$ cat src/rtl/prog_loader_if.sv
// Host-link byte stream and shared-bus write port of the program loader.
`default_nettype none

interface prog_loader_if;
  logic [7:0]  in_data;
  logic        in_valid;
  logic        in_ready;
  logic        abort;
  logic [15:0] bus_out;
  logic        bus_oe;
  logic        mar_we;
  logic        ram_we;
  logic        cpu_hold;
  logic        busy;
  logic        done;
  logic        err;

  modport master (
    input  in_data, in_valid, abort,
    output in_ready, bus_out, bus_oe, mar_we, ram_we, cpu_hold, busy, done, err
  );

  modport slave (
    output in_data, in_valid, abort,
    input  in_ready, bus_out, bus_oe, mar_we, ram_we, cpu_hold, busy, done, err
  );
endinterface

`default_nettype wire

$ cat src/rtl/prog_loader.sv
// Framed byte-stream loader: SYNC, address, length, data..., checksum -> MAR/RAM bus cycles.
`default_nettype none

module prog_loader #(
  parameter logic [7:0] SYNC_BYTE = 8'hA5
) (
  input  logic          clk,
  input  logic          rst,
  prog_loader_if.master bus
);

  typedef enum logic [2:0] {
    IDLE   = 3'd0,
    ADDR   = 3'd1,
    LEN    = 3'd2,
    DATA   = 3'd3,
    SETMAR = 3'd4,
    WRITE  = 3'd5,
    CSUM   = 3'd6,
    FIN    = 3'd7
  } state_t;

  state_t     state;
  logic [7:0] addr;
  logic [7:0] data;
  logic [7:0] sum;
  logic [8:0] count;
  logic       err;

  always_ff @(posedge clk or posedge rst) begin
    if (rst) begin
      state <= IDLE;
      addr  <= 8'h00;
      data  <= 8'h00;
      sum   <= 8'h00;
      count <= 9'd0;
      err   <= 1'b0;
    end else if (bus.abort && state != IDLE) begin
      state <= IDLE;
      err   <= 1'b1;
    end else begin
      case (state)
        IDLE: begin
          if (bus.in_valid && bus.in_data == SYNC_BYTE) begin
            state <= ADDR;
            err   <= 1'b0;
          end
        end
        ADDR: begin
          if (bus.in_valid) begin
            addr  <= bus.in_data;
            state <= LEN;
          end
        end
        LEN: begin
          if (bus.in_valid) begin
            // A zero length byte encodes a full 256-byte page.
            count <= (bus.in_data == 8'h00) ? 9'd256 : {1'b0, bus.in_data};
            sum   <= 8'h00;
            state <= DATA;
          end
        end
        DATA: begin
          if (bus.in_valid) begin
            data  <= bus.in_data;
            sum   <= sum + bus.in_data;
            state <= SETMAR;
          end
        end
        SETMAR: state <= WRITE;
        WRITE: begin
          addr  <= addr + 8'd1;
          count <= count - 9'd1;
          state <= (count == 9'd1) ? CSUM : DATA;
        end
        CSUM: begin
          if (bus.in_valid) begin
            if (bus.in_data != sum) err <= 1'b1;
            state <= FIN;
          end
        end
        FIN:     state <= IDLE;
        default: state <= IDLE;
      endcase
    end
  end

  // Outputs are Moore-decoded so an asynchronous reset kills strobes immediately.
  assign bus.in_ready = (state == IDLE) || (state == ADDR) || (state == LEN) ||
                        (state == DATA) || (state == CSUM);
  assign bus.bus_oe   = (state == SETMAR) || (state == WRITE);
  assign bus.mar_we   = (state == SETMAR);
  assign bus.ram_we   = (state == WRITE);
  assign bus.bus_out  = (state == SETMAR) ? {8'h00, addr} :
                        (state == WRITE)  ? {8'h00, data} : 16'h0000;
  assign bus.cpu_hold = (state != IDLE);
  assign bus.busy     = (state != IDLE);
  assign bus.done     = (state == FIN);
  assign bus.err      = err;

endmodule

`default_nettype wire

$ cat src/flat_wrapper.sv
// flat-port wrapper written by rule: the top's interface ports become plain ports
module prog_loader_flat 
#(
  parameter logic [7:0] SYNC_BYTE = 8'hA5
)
  (clk, rst, bus_in_data, bus_in_valid, bus_abort, bus_in_ready, bus_bus_out, bus_bus_oe, bus_mar_we, bus_ram_we, bus_cpu_hold, bus_busy, bus_done, bus_err);
  prog_loader_if bus_i ();
  input  logic clk;
  input  logic rst;
  input wire logic [$bits(bus_i.in_data)-1:0] bus_in_data;
  input wire logic [$bits(bus_i.in_valid)-1:0] bus_in_valid;
  input wire logic [$bits(bus_i.abort)-1:0] bus_abort;
  output wire logic [$bits(bus_i.in_ready)-1:0] bus_in_ready;
  output wire logic [$bits(bus_i.bus_out)-1:0] bus_bus_out;
  output wire logic [$bits(bus_i.bus_oe)-1:0] bus_bus_oe;
  output wire logic [$bits(bus_i.mar_we)-1:0] bus_mar_we;
  output wire logic [$bits(bus_i.ram_we)-1:0] bus_ram_we;
  output wire logic [$bits(bus_i.cpu_hold)-1:0] bus_cpu_hold;
  output wire logic [$bits(bus_i.busy)-1:0] bus_busy;
  output wire logic [$bits(bus_i.done)-1:0] bus_done;
  output wire logic [$bits(bus_i.err)-1:0] bus_err;
  assign bus_i.in_data = bus_in_data;
  assign bus_i.in_valid = bus_in_valid;
  assign bus_i.abort = bus_abort;
  assign bus_in_ready = bus_i.in_ready;
  assign bus_bus_out = bus_i.bus_out;
  assign bus_bus_oe = bus_i.bus_oe;
  assign bus_mar_we = bus_i.mar_we;
  assign bus_ram_we = bus_i.ram_we;
  assign bus_cpu_hold = bus_i.cpu_hold;
  assign bus_busy = bus_i.busy;
  assign bus_done = bus_i.done;
  assign bus_err = bus_i.err;
  prog_loader #(.SYNC_BYTE(SYNC_BYTE)) u_core (.clk(clk), .rst(rst), .bus(bus_i));
endmodule
$ cat config.mk
export PLATFORM = sky130hd
export DESIGN_NAME = prog_loader_flat
export DESIGN_NICKNAME = d
export VERILOG_FILES = /design/src/rtl/prog_loader_if.sv /design/src/rtl/prog_loader.sv /design/src/flat_wrapper.sv
export SDC_FILE = /design/constraint.sdc
export NUM_CORES = 1
export LEC_CHECK = 0
export CORE_MARGIN = 2
export CORE_UTILIZATION = 55
export DETAILED_ROUTE_END_ITERATION = 8
export PLACE_DENSITY = 0.8
export SYNTH_ARGS = -nofsm -noshare
export SYNTH_HDL_FRONTEND = slang
export SYNTH_SLANG_ARGS = --single-unit
$ cat constraint.sdc
create_clock -name clk -period 2.9 [get_ports clk]
set_clock_uncertainty 0.15 [all_clocks]
set_input_delay 0.58 -clock clk [delete_from_list [all_inputs] [get_ports clk]]
set_output_delay 0.58 -clock clk [all_outputs]
set_load 0.01 [all_outputs]
# After elaboration in Yosys (flattened, before gate mapping)
# Cells that the tools add are included.
[word_totals]
in_bits = 12
output_inout_bits = 24
ff_bits = 37
latch_bits = 0
word_cells = 72
n_memories = 0
mem_bits_rw = 0
rom_bits = 0
[classes]
bitwise_logic = 1
reduce_logical = 20
mul = 0
shifts = 0
div = 0
n_mux = 23
addsub = 3
n_eq_ne = 19
order_cmp = 0
[ops]
columns = ["operator", "count"]
rows = [
  ["8-bit 2-to-1 mux", 4],
  ["8-bit one-hot mux with 2 select lines", 2],
  ["3-bit one-hot mux with 8 select lines", 1],
  ["3-bit 2-to-1 mux", 7],
  ["9-bit 2-to-1 mux", 2],
  ["9-bit one-hot mux with 2 select lines", 1],
  ["16-bit 2-to-1 mux", 1],
  ["3-bit == test, second input constant", 4],
  ["3-bit by 2-bit inequality test with 1-bit output, second input constant", 4],
  ["9-bit by 1-bit == test with 1-bit output, second input constant", 1],
  ["3-bit AND reduction", 3],
  ["9-bit by 1-bit subtractor with 9-bit output, second input constant", 1],
  ["8-bit by 1-bit adder with 8-bit output, second input constant", 1],
  ["8-bit adder", 1],
  ["8-bit == test, second input constant", 1],
  ["8-bit logical NOT", 1],
  ["8-bit inequality test", 1],
  ["4-bit AND reduction", 2],
  ["3-bit by 2-bit == test with 1-bit output, second input constant", 2],
  ["2-bit inequality test, second input constant", 3],
  ["3-bit by 1-bit inequality test with 1-bit output, second input constant", 2],
  ["2-bit nonzero test", 3],
  ["3-bit nonzero test", 2],
  ["1-bit logical OR", 5],
  ["other kinds (7)", 11],
]

# Depth between registers and ports, before layout
# Gate-level depths: netlist of the first run.
[depth]
ltp_word = 5
ltp_mapped = 8
depth_no_buf = 7

# Worst setup path before layout of the first run
# OpenSTA, ideal clock, no wires.
[synth_path]
path_kind = "flip-flop to output port"
startpoint = "register u_core.state[0]"
endpoint = "output bus_bus_out[0]"
path_buffers = 2
arrival_ps = 1505
required_ps = 2170
path_slack_ps = 665
path_stages_with_launch = 7
cell_sequence = "dfrtp_1 inv_1 ha_1 buf_1 clkbuf_1 a21oi_1 nor2_1"
[synth_between]
elab_chain_len = 3
elab_cells_between_ends = 4
cone_classes = "eq/ne: 2; mux: 2"
[synth_lines]
columns = ["item", "line_no", "text"]
rows = [
  ["from (decl)", "prog_loader.sv:23", "state_t state;"],
  ["from (signal assigned)", "prog_loader.sv:74", "state <= (count == 9'd1) ? CSUM : DATA;"],
  ["3-bit == test", "prog_loader.sv:95", "(state == WRITE) ? {8'h00, data} : 16'h0000;"],
  ["8-bit 2-to-1 mux", "prog_loader.sv:95", ""],
  ["16-bit 2-to-1 mux *", "prog_loader.sv:94", "assign bus.bus_out = (state == SETMAR) ? {8'h00, addr} :"],
  ["to (decl)", "flat_wrapper.sv:14", "output wire logic [$bits(bus_i.bus_out)-1:0] bus_bus_out;"],
]
# Every way passes the cells marked *; elsewhere a longest branch is shown, timed or not.

# Worst setup path in the final report of the first run
[layout_path]
startpoint = "register u_core.state[1]"
endpoint = "output bus_bus_out[2]"
# Same word-level chain as after synthesis.

==> results of run 1 <==
-- layout make-up --
class                   instances  area (um2)  area share (%)
repair buffers                 44         410            13.4
well taps                      52        65.1            2.13
multi-input cells             250        1510            49.3
inverters                      14        52.6            1.72
clock inverters                 2        13.8           0.450
flip-flops and latches         37         926            30.3
clock buffers                   6        82.6            2.70
-- cell usage after synthesis (all sizes together), types with 8 or more instances --
| master | n |
|---|---|
| a21oi | 31 |
| buf | 16 |
| clkbuf | 9 |
| dfrtp | 37 |
| ha | 14 |
| inv | 14 |
| nand2 | 50 |
| nand3 | 11 |
| nor2 | 35 |
| nor3 | 8 |
| o21ai | 22 |
-- power groups by stage --
| stage | clock (uW) | sequential (uW) | combinational [uW] |
|---|---|---|---|
| CTS | 386 | 941 | 1520 |
| floorplan | 0 | 887 | 1090 |
| detailed placement | 0 | 957 | 1480 |
| global route | 408 | 979 | 1730 |
| global placement | 0 | 947 | 1430 |
| finish | 385 | 948 | 1540 |
-- worst max path at each step --
| stage | to | slack [ns] | cells past startpoint |
|---|---|---|---|
| final | bus_bus_out[2] | 0.10 | 8 |
| after CTS | bus_bus_out[2] | 0.04 | 7 |
| after detailed placement | u_core.sum[7] | 0.11 | 7 |
| after floorplan | bus_bus_out[0] | 0.66 | 6 |
| after global placement | u_core.sum[7] | 0.18 | 7 |
| after global routing | bus_bus_out[2] | 0.006 | 8 |
-- timing repair --
item | 4_1_cts | 5_1_grt
setup buffers | 1 | 0
setup endpoints to repair | 3 | 10
resized for setup | 3 | 2
hold endpoints to repair | 0 | 0
-- through the flow --
stage               std cells  area, um2  utilization [%]  setup WS [ns]  hold WS, ns
floorplan                 326       2600                -          0.665        0.293
global placement          396       2930             66.0          0.180        0.307
detailed placement        396       2930             66.0          0.112        0.312
CTS                       405       3050             68.7         0.0380        0.332
global route              405       3060             68.8        0.00602        0.359
finish                    405       3060             68.8          0.103        0.333
-- routing by layer --
metal  vias to the layer above  part of all wire (%)  track usage, %
li1                       1174                     -               -
met1                      1148                    46            35.6
met4                         0                   2.2            10.5
met3                        15                   4.3            4.31
met2                        80                    47            41.2
met5                         -                     0               0
-- layout by cell type (no fill, tap or decap), drive strengths merged, types with 3 or more instances in the layout --
| cell | instances |
|---|---|
| clkbuf | 6 |
| inv | 14 |
| nor3b | 4 |
| a31oi | 5 |
| o22ai | 4 |
| dfrtp | 37 |
| or3 | 3 |
| nor3 | 8 |
| o21ai | 22 |
| xnor2 | 3 |
| o211ai | 4 |
| buf | 17 |
| a21o | 5 |
| a21oi | 31 |
| conb | 8 |
| nand3 | 11 |
| clkdlybuf4s50 | 27 |
| nor2 | 35 |
| nand4 | 3 |
| and2 | 3 |
| nand2 | 50 |
| ha | 14 |
-- worst max-delay path, delay by kind of cell, from the launching register on --
kind                     cells  cell delay, ns
adder cells (fa/ha/maj)      1            0.18
buffers and inverters        3            0.82
AND/OR/NAND/NOR              3            0.30
AO/OA/AOI/OAI                1            0.06
flip-flops                   1            0.41
-- registers in the layout (all words and copies together) (netlist names) --
| name | cells |
|---|---|
| u_core.sum | 8 |
| u_core.state | 3 |
| u_core.bus.err | 1 |
| u_core.data | 8 |
| u_core.addr | 8 |
| u_core.count | 9 |
-- cells by family after synthesis --
group,count (synthesis),synth area share (%)
DFF,37,35.9
adders and majority gates,15,7.58
other,1,0.146
AOI/OAI and AO/OA,91,23.0
muxes,4,1.65
and+or+nand+nor,127,22.7
buffers and inverters,39,7.33
xor gates and xnor gates,5,1.70
==> metrics.cfg, run 1 <==
[floorplanning]
core_area_um2=4440
initial_core_util_pct=58.0
num_rows=24
die-height_um=72.4
ios=36
die_w_um=72.4
die-area_um2=5250

[synth]
ys_ff_latch=37
postSynthAreaPerCell_um2=8.08
synth_edf_count=0
ys_types=55
async_flop_share_pct=100
yosysWarnings=0
syn_inst=319
netlist_area_um2=2580
yosysTopAreaCell=dfrtp_1
synth-seq-area-share_pct=35.9
ys_top_cells_by_area=dfrtp_1, nand2_1, ha_1, a21oi_1, nor2_1
netlist.area_leader.share_pct=35.9
synth_flop_cell=dfrtp_1

[setup_path]
ff2ff_path_depth=6
cp_max_fo=8
cp-end-kind=output pin
r2r-end=u_core.state[0]
crit_slowest_cell=clkdlybuf4s50_1
startpoint=u_core.state[1]
path_class=reg2out
worstPathArrival_ns=2.07
required_ns=2.17
timing.rr.start=u_core.state[0]
cpPeakStageDelay_ns=0.56
path_common_cell=nor2_1
crit_chain=inv_2 > ha_4 > buf_4 > nand2_1 > nor2_1 > a21oi_1 > nor2_1 > clkdlybuf4s50_1
start_kind=register
rrSetupSlack_ns=0.71

[clock_network]
cts_tree=yes
htreeDepth=2
clk_path_buf_depth=2
clkLatencyLatePin_ns=0.29
clk_pin_slew_worst_paths_ns=0.08
cts_buffers=5
cts.sinks=37
cts_hold_buf=0
root_buffer=clkbuf_8

[detailed_routing]
antenna_left=0
drt_iter0_drc=267
first_pass_iters=5
viasPerCell=5.97
routedWlPerCell_um=15.7
post-route-drc-count=0
vias=2417
wl_mm=6.38

[final_layout]
drive_gt1_share_pct=12.2
nets=379
areaGrowthSynthToFinish_pct=18.6
n_antenna_cell=0
final.fill_count=375

[placement]
place_hpwl_mm=4.60
port-buffer-count=27
routabilityCongestion=0.924

[sta]
min_period_ns=2.80
max_freq_ghz=0.358
slew_headroom_pct=53.9
grt_setup_unrepaired=no
tightest_slew_ns=0.691
drv_slew=0
setup-tns-final_ns=0
setup_viol=0
post-route-period-util_pct=96.4
hold_viol=0

[pwr]
p_per_area_nw_per_um2=941
power_uw=2880
seqPwrFrac_pct=33.0
p_switching_uw=1250
swShare_pct=43.6
ir_drop_mv=0.457
clock_power_share_pct=13.4
combPwrFrac_pct=53.6
p_int_uw=1620
leakage_uw=0.00140

[grt]
grt_max_degree=38
track_usage_pct=26.0
grt-ovfl-total=0
grt_pass1_wl_mm=10.6
grt_pass1_vias=2205
antenna_found_initial=0

[run_status]
status=completed

[worst_hold_path]
hp-start=u_core.data[2]
min_path_type=reg2reg
hold_end=u_core.data[2]
hold_depth=2

[flow_run]
cap_violations=0

Note: power is estimated with default switching activity, not from simulation.
==> inputs of run 2 (changes only) <==
--- a/config.mk
+++ b/config.mk
@@ -5,10 +5,12 @@
 export SDC_FILE = /design/constraint.sdc
 export NUM_CORES = 1
 export LEC_CHECK = 0
-export CORE_MARGIN = 2
+export CORE_MARGIN = 5
 export CORE_UTILIZATION = 55
 export DETAILED_ROUTE_END_ITERATION = 8
+export HOLD_SLACK_MARGIN = 0.12
 export PLACE_DENSITY = 0.8
+export SLEW_MARGIN = 20
 export SYNTH_ARGS = -nofsm -noshare
 export SYNTH_HDL_FRONTEND = slang
 export SYNTH_SLANG_ARGS = --single-unit
==> run 2 against run 1 <==
  * Sequential power up 1%
  * Global-route usage down 2.6 points
  * Register-to-register slack worse by 0.04 ns
  * Critical path type unchanged
==> metrics.cfg, run 2 (same netlist as run 1, synthesis figures left out) <==
[run_status]
status=completed

[grt]
use_met1_pct=30.2
antenna_found_initial=0
track_usage_pct=23.3
grt_pass1_vias=2337
grt_max_degree=38
grt_busiest_layer=met2
grt-ovfl-total=0
gr-usage-met2_pct=36.3
grt_pass1_wl_mm=11.2
grt_use_met3_pct=5.50

[floorplanning]
ios=36
initial_core_util_pct=55.6
die-area_um2=6150
die_w_um=78.4
num_rows=25
core_area_um2=4630
die-height_um=78.4

[pwr]
p_per_area_nw_per_um2=956
leakage_uw=0.00140
ir_drop_mv=0.402

[setup_path]
cp-end-kind=output pin
path_class=reg2out
worstPathArrival_ns=2.05
start_kind=register
crit_buf_inv=2
critPathTopFamily=buffers and inverters
cp_max_fo=7
cpPeakStageDelay_ns=0.56
timing.rr.start=u_core.state[0]
crit_slowest_cell=clkdlybuf4s50_1
crit_chain=inv_1 > ha_1 > nor3_1 > o211ai_1 > clkdlybuf4s50_1
required_ns=2.17
r2r-end=u_core.state[0]
rrSetupSlack_ns=0.67
ff2ff_path_depth=6

[placement]
routabilityCongestion=0.834
post-place-ws_ns=0.110
dpl_cell_area_um2=2930
port-buffer-count=27
place_hpwl_mm=4.88

[clock_network]
cts_buffers=5
clk_path_buf_depth=2
clkLatencyLatePin_ns=0.30
cts_tree=yes
htreeDepth=2
root_buffer=clkbuf_8
cts_hold_buf=0
cts.sinks=37
clk_pin_slew_worst_paths_ns=0.08

[detailed_routing]
vias=2388
antenna_left=0
viasPerCell=5.87
wl_mm=6.70
drt_iter0_drc=195
post-route-drc-count=0
routedWlPerCell_um=16.5
first_pass_iters=4

[worst_hold_path]
hold_depth=2
hold_end=u_core.data[6]
hp-start=u_core.data[6]
min_path_type=reg2reg

[sta]
hold_viol=0
fin_ws_ns=0.120
setup-tns-final_ns=0
grt_setup_unrepaired=no
min_period_ns=2.78
setup_viol=0
max_freq_ghz=0.360
post-route-period-util_pct=95.9
tightest_slew_ns=0.738
hold_ws_ns=0.327
slew_headroom_pct=50.7
drv_slew=0

[final_layout]
layout_common_cells=nand2_1, dfrtp_1, nor2_1
nets=379
final_common_cell=nand2_1
fin_area_um2=3070
areaGrowthSynthToFinish_pct=19.2
n_antenna_cell=0
final.fill_count=385
largest_reg_flops=9
regMostFlops=u_core.count
drive_gt1_share_pct=12.2

[flow_run]
cap_violations=0

[run 2: metrics by stage]
step           instances  total power [uW]  utilization, %
3_5_place_dp         399              2420            63.3
6_report             407              2940            66.4
3_3_place_gp         399              2360            63.3
5_1_grt              407              3180            66.4
4_1_cts              407              2910            66.0
2_1_floorplan        326              1980               -
[run 2: final cells by class]
cell class              count  area [um2]  share of cell area, %
well taps                  54        67.6                   2.20
clock inverters             2        37.5                   1.22
flip-flops and latches     37         927                   30.2
repair buffers             44         402                   13.1
multi-input cells         250        1500                   48.9
clock buffers               6        82.6                   2.69
inverters                  14        52.6                   1.71
[run 2: power by group]
group	switching (uW)	internal [uW]	leakage, uW
Combinational	841	662	0.000890
Sequential	222	739	0.000451
Clock	193	280	0.0000574
Total	1260	1680	0.00140
[run 2: timing repair]
item                       in CTS  in global routing
setup endpoints to repair       5                  7
pin swaps                       0                  1
setup buffers                   0                  0
resized for setup               1                  5
[run 2: worst max path at each step]
stage / from / to / slack [ns] / cells after the start
after floorplan: u_core.state[0] / bus_bus_out[0] / 0.66 / 6
after global routing: u_core.state[0] / bus_in_ready / 0.02 / 5
after global placement: bus_in_data[1] / u_core.sum[7] / 0.18 / 7
after CTS: u_core.state[1] / bus_bus_out[1] / 0.06 / 8
final: u_core.state[0] / bus_in_ready / 0.12 / 5
after detailed placement: bus_in_data[1] / u_core.sum[7] / 0.11 / 7
[run 2: per-layer routing]
layer	vias to the layer above	wire length (um)
li1	1166	-
met1	1134	2980
met2	70	3180
met3	18	376
met4	0	169
met5	-	0
[run 2: worst reg2reg max path: stages, from the launching register on]
cell,delay [ns]
dfrtp_2,0.42
inv_1,0.08
ha_1,0.32
nor3_1,0.33
a2111oi_2,0.10
a311oi_2,0.34
mux2_2,0.39
==> inputs of run 3 (changes only) <==
--- a/config.mk
+++ b/config.mk
@@ -5,7 +5,7 @@
 export SDC_FILE = /design/constraint.sdc
 export NUM_CORES = 1
 export LEC_CHECK = 0
-export CORE_MARGIN = 5
+export CORE_MARGIN = 1
 export CORE_UTILIZATION = 55
 export DETAILED_ROUTE_END_ITERATION = 8
 export HOLD_SLACK_MARGIN = 0.12
==> run 3 against run 2 <==
  * Worst hold slack got worse by 0.0011 ns
  * Core utilization grew 3.3 points
  * Via count grew 2.7%
  * Setup slack got worse by 0.032 ns
  * Final cell count is 0.49% lower
  * Critical path type unchanged
==> metrics.cfg, run 3 (same netlist as run 1, synthesis figures left out) <==
[run_status]
status=completed

[floorplanning]
ios=36
core_area_um2=4410
die_w_um=70.4
initial_core_util_pct=58.4
die-area_um2=4960
die-height_um=70.4
num_rows=24

[final_layout]
final_common_cell=nand2_1
final-seq-area_um2=927
final.fill_count=363
areaGrowthSynthToFinish_pct=19.3
multi_input_area_um2=1510
n_antenna_cell=0
regMostFlops=u_core.count
layout_common_cells=nand2_1, dfrtp_1, nor2_1
largest_reg_flops=9
nets=379
drive_gt1_share_pct=12.5

[grt]
grt-ovfl-total=0
track_usage_pct=28.9
grt_pass1_vias=2302
grt_pass1_wl_mm=11.2
grt_max_degree=38
antenna_found_initial=0

[clock_network]
clkLatencyLatePin_ns=0.30
clk_pin_slew_worst_paths_ns=0.08
cts.sinks=37
post_cts_buffers=0
cts_tree=yes
cts_hold_buf=0
htreeDepth=2
clk_path_buf_depth=2
cts_buffers=5
root_buffer=clkbuf_8

[sta]
setup_viol=0
min_period_ns=2.81
drv_slew=0
hold_viol=0
post-route-period-util_pct=97.0
tightest_slew_ns=0.693
max_freq_ghz=0.356
grt_setup_unrepaired=yes
setup-tns-final_ns=0
slew_headroom_pct=53.5

[placement]
routabilityCongestion=0.873
place_hpwl_mm=4.62
port-buffer-count=27

[pwr]
ir_drop_mv=0.502
clock_power_share_pct=16.4
leakage_uw=0.00140
p_switching_uw=1270
swShare_pct=43.0
combPwrFrac_pct=51.1
seqPwrFrac_pct=32.5
p_per_area_nw_per_um2=961
p_int_uw=1690
power_uw=2950

[setup_path]
ff2ff_path_depth=7
start_kind=register
cp-end-kind=output pin
required_ns=2.17
cp_max_fo=9
worstPathArrival_ns=2.08
path_class=reg2out

[worst_hold_path]
hold_depth=2
min_path_type=reg2reg

[detailed_routing]
vias=2452
first_pass_iters=4
wl_mm=6.60
drt_iter0_drc=160
antenna_left=0
post-route-drc-count=0
routedWlPerCell_um=16.3
viasPerCell=6.05

[flow_run]
cap_violations=0

==> run 3: cell counts in the layout (fill, tap and decap cells not counted) <==
Identical to the previous run, type by type.
==> run 3: timing repair <==
item	CTS	global route
gates cloned	0	0
endpoints found under the setup margin	1	9
resized for setup	1	6
pin swaps	0	0
==> run 3: layer usage <==
layer | global-route usage (%) | share of wire (%) | vias to the layer above
li1 | - | - | 1172
met1 | 37.9 | 44 | 1177
met2 | 47.2 | 48 | 80
met3 | 5.34 | 5.4 | 23
met4 | 10.7 | 2.8 | 0
met5 | 0 | 0 | -
==> run 3: critical path: stages (launching register included) <==
cell,delay (ns)
dfrtp_2,0.45
inv_1,0.09
ha_2,0.26
nand2b_1,0.26
o211ai_1,0.17
clkdlybuf4s50_1,0.56
==> run 3: layout make-up <==
class,count,share of cell area (%)
multi-input combinational,250,49.0
timing repair buffer,44,13.1
sequential,37,30.2
clock inverter,2,1.22
tap,52,2.12
clock buffer,6,2.69
inverter,14,1.71
==> run 3: worst paths after layout <==
check / to / slack [ns] / from
worst max-delay path: bus_in_ready / 0.09 / u_core.state[0]
worst min-delay path: u_core.data[4] / 0.33 / u_core.data[4]
worst max register to register: u_core.addr[3] / 0.64 / u_core.state[0]
worst min register to register: u_core.data[4] / 0.33 / u_core.data[4]
max in group asynchronous: u_core.state[0] / 1.69 / rst
min in group asynchronous: u_core.data[2] / 0.54 / rst
==> run 3: power groups by stage <==
stage | logic (uW) | registers (uW) | clock network (uW)
final | 1510 | 960 | 485
after global routing | 1690 | 995 | 504
after CTS | 1470 | 949 | 485
after detailed placement | 1450 | 957 | 0
after global placement | 1410 | 947 | 0
after floorplan | 1090 | 887 | 0
==> run 3: stage by stage <==
| stage | std cells | setup WS, ns | cell area, um2 | hold slack [ns] | util (%) |
|---|---|---|---|---|---|
| CTS | 405 | 0.0173 | 3050 | 0.332 | 69.1 |
| finish | 405 | 0.0878 | 3070 | 0.326 | 69.6 |
| floorplan | 326 | 0.665 | 2600 | 0.293 | - |
| global route | 405 | -0.0126 | 3070 | 0.370 | 69.6 |
| global placement | 397 | 0.185 | 2930 | 0.309 | 66.4 |
| detailed placement | 397 | 0.104 | 2930 | 0.312 | 66.4 |
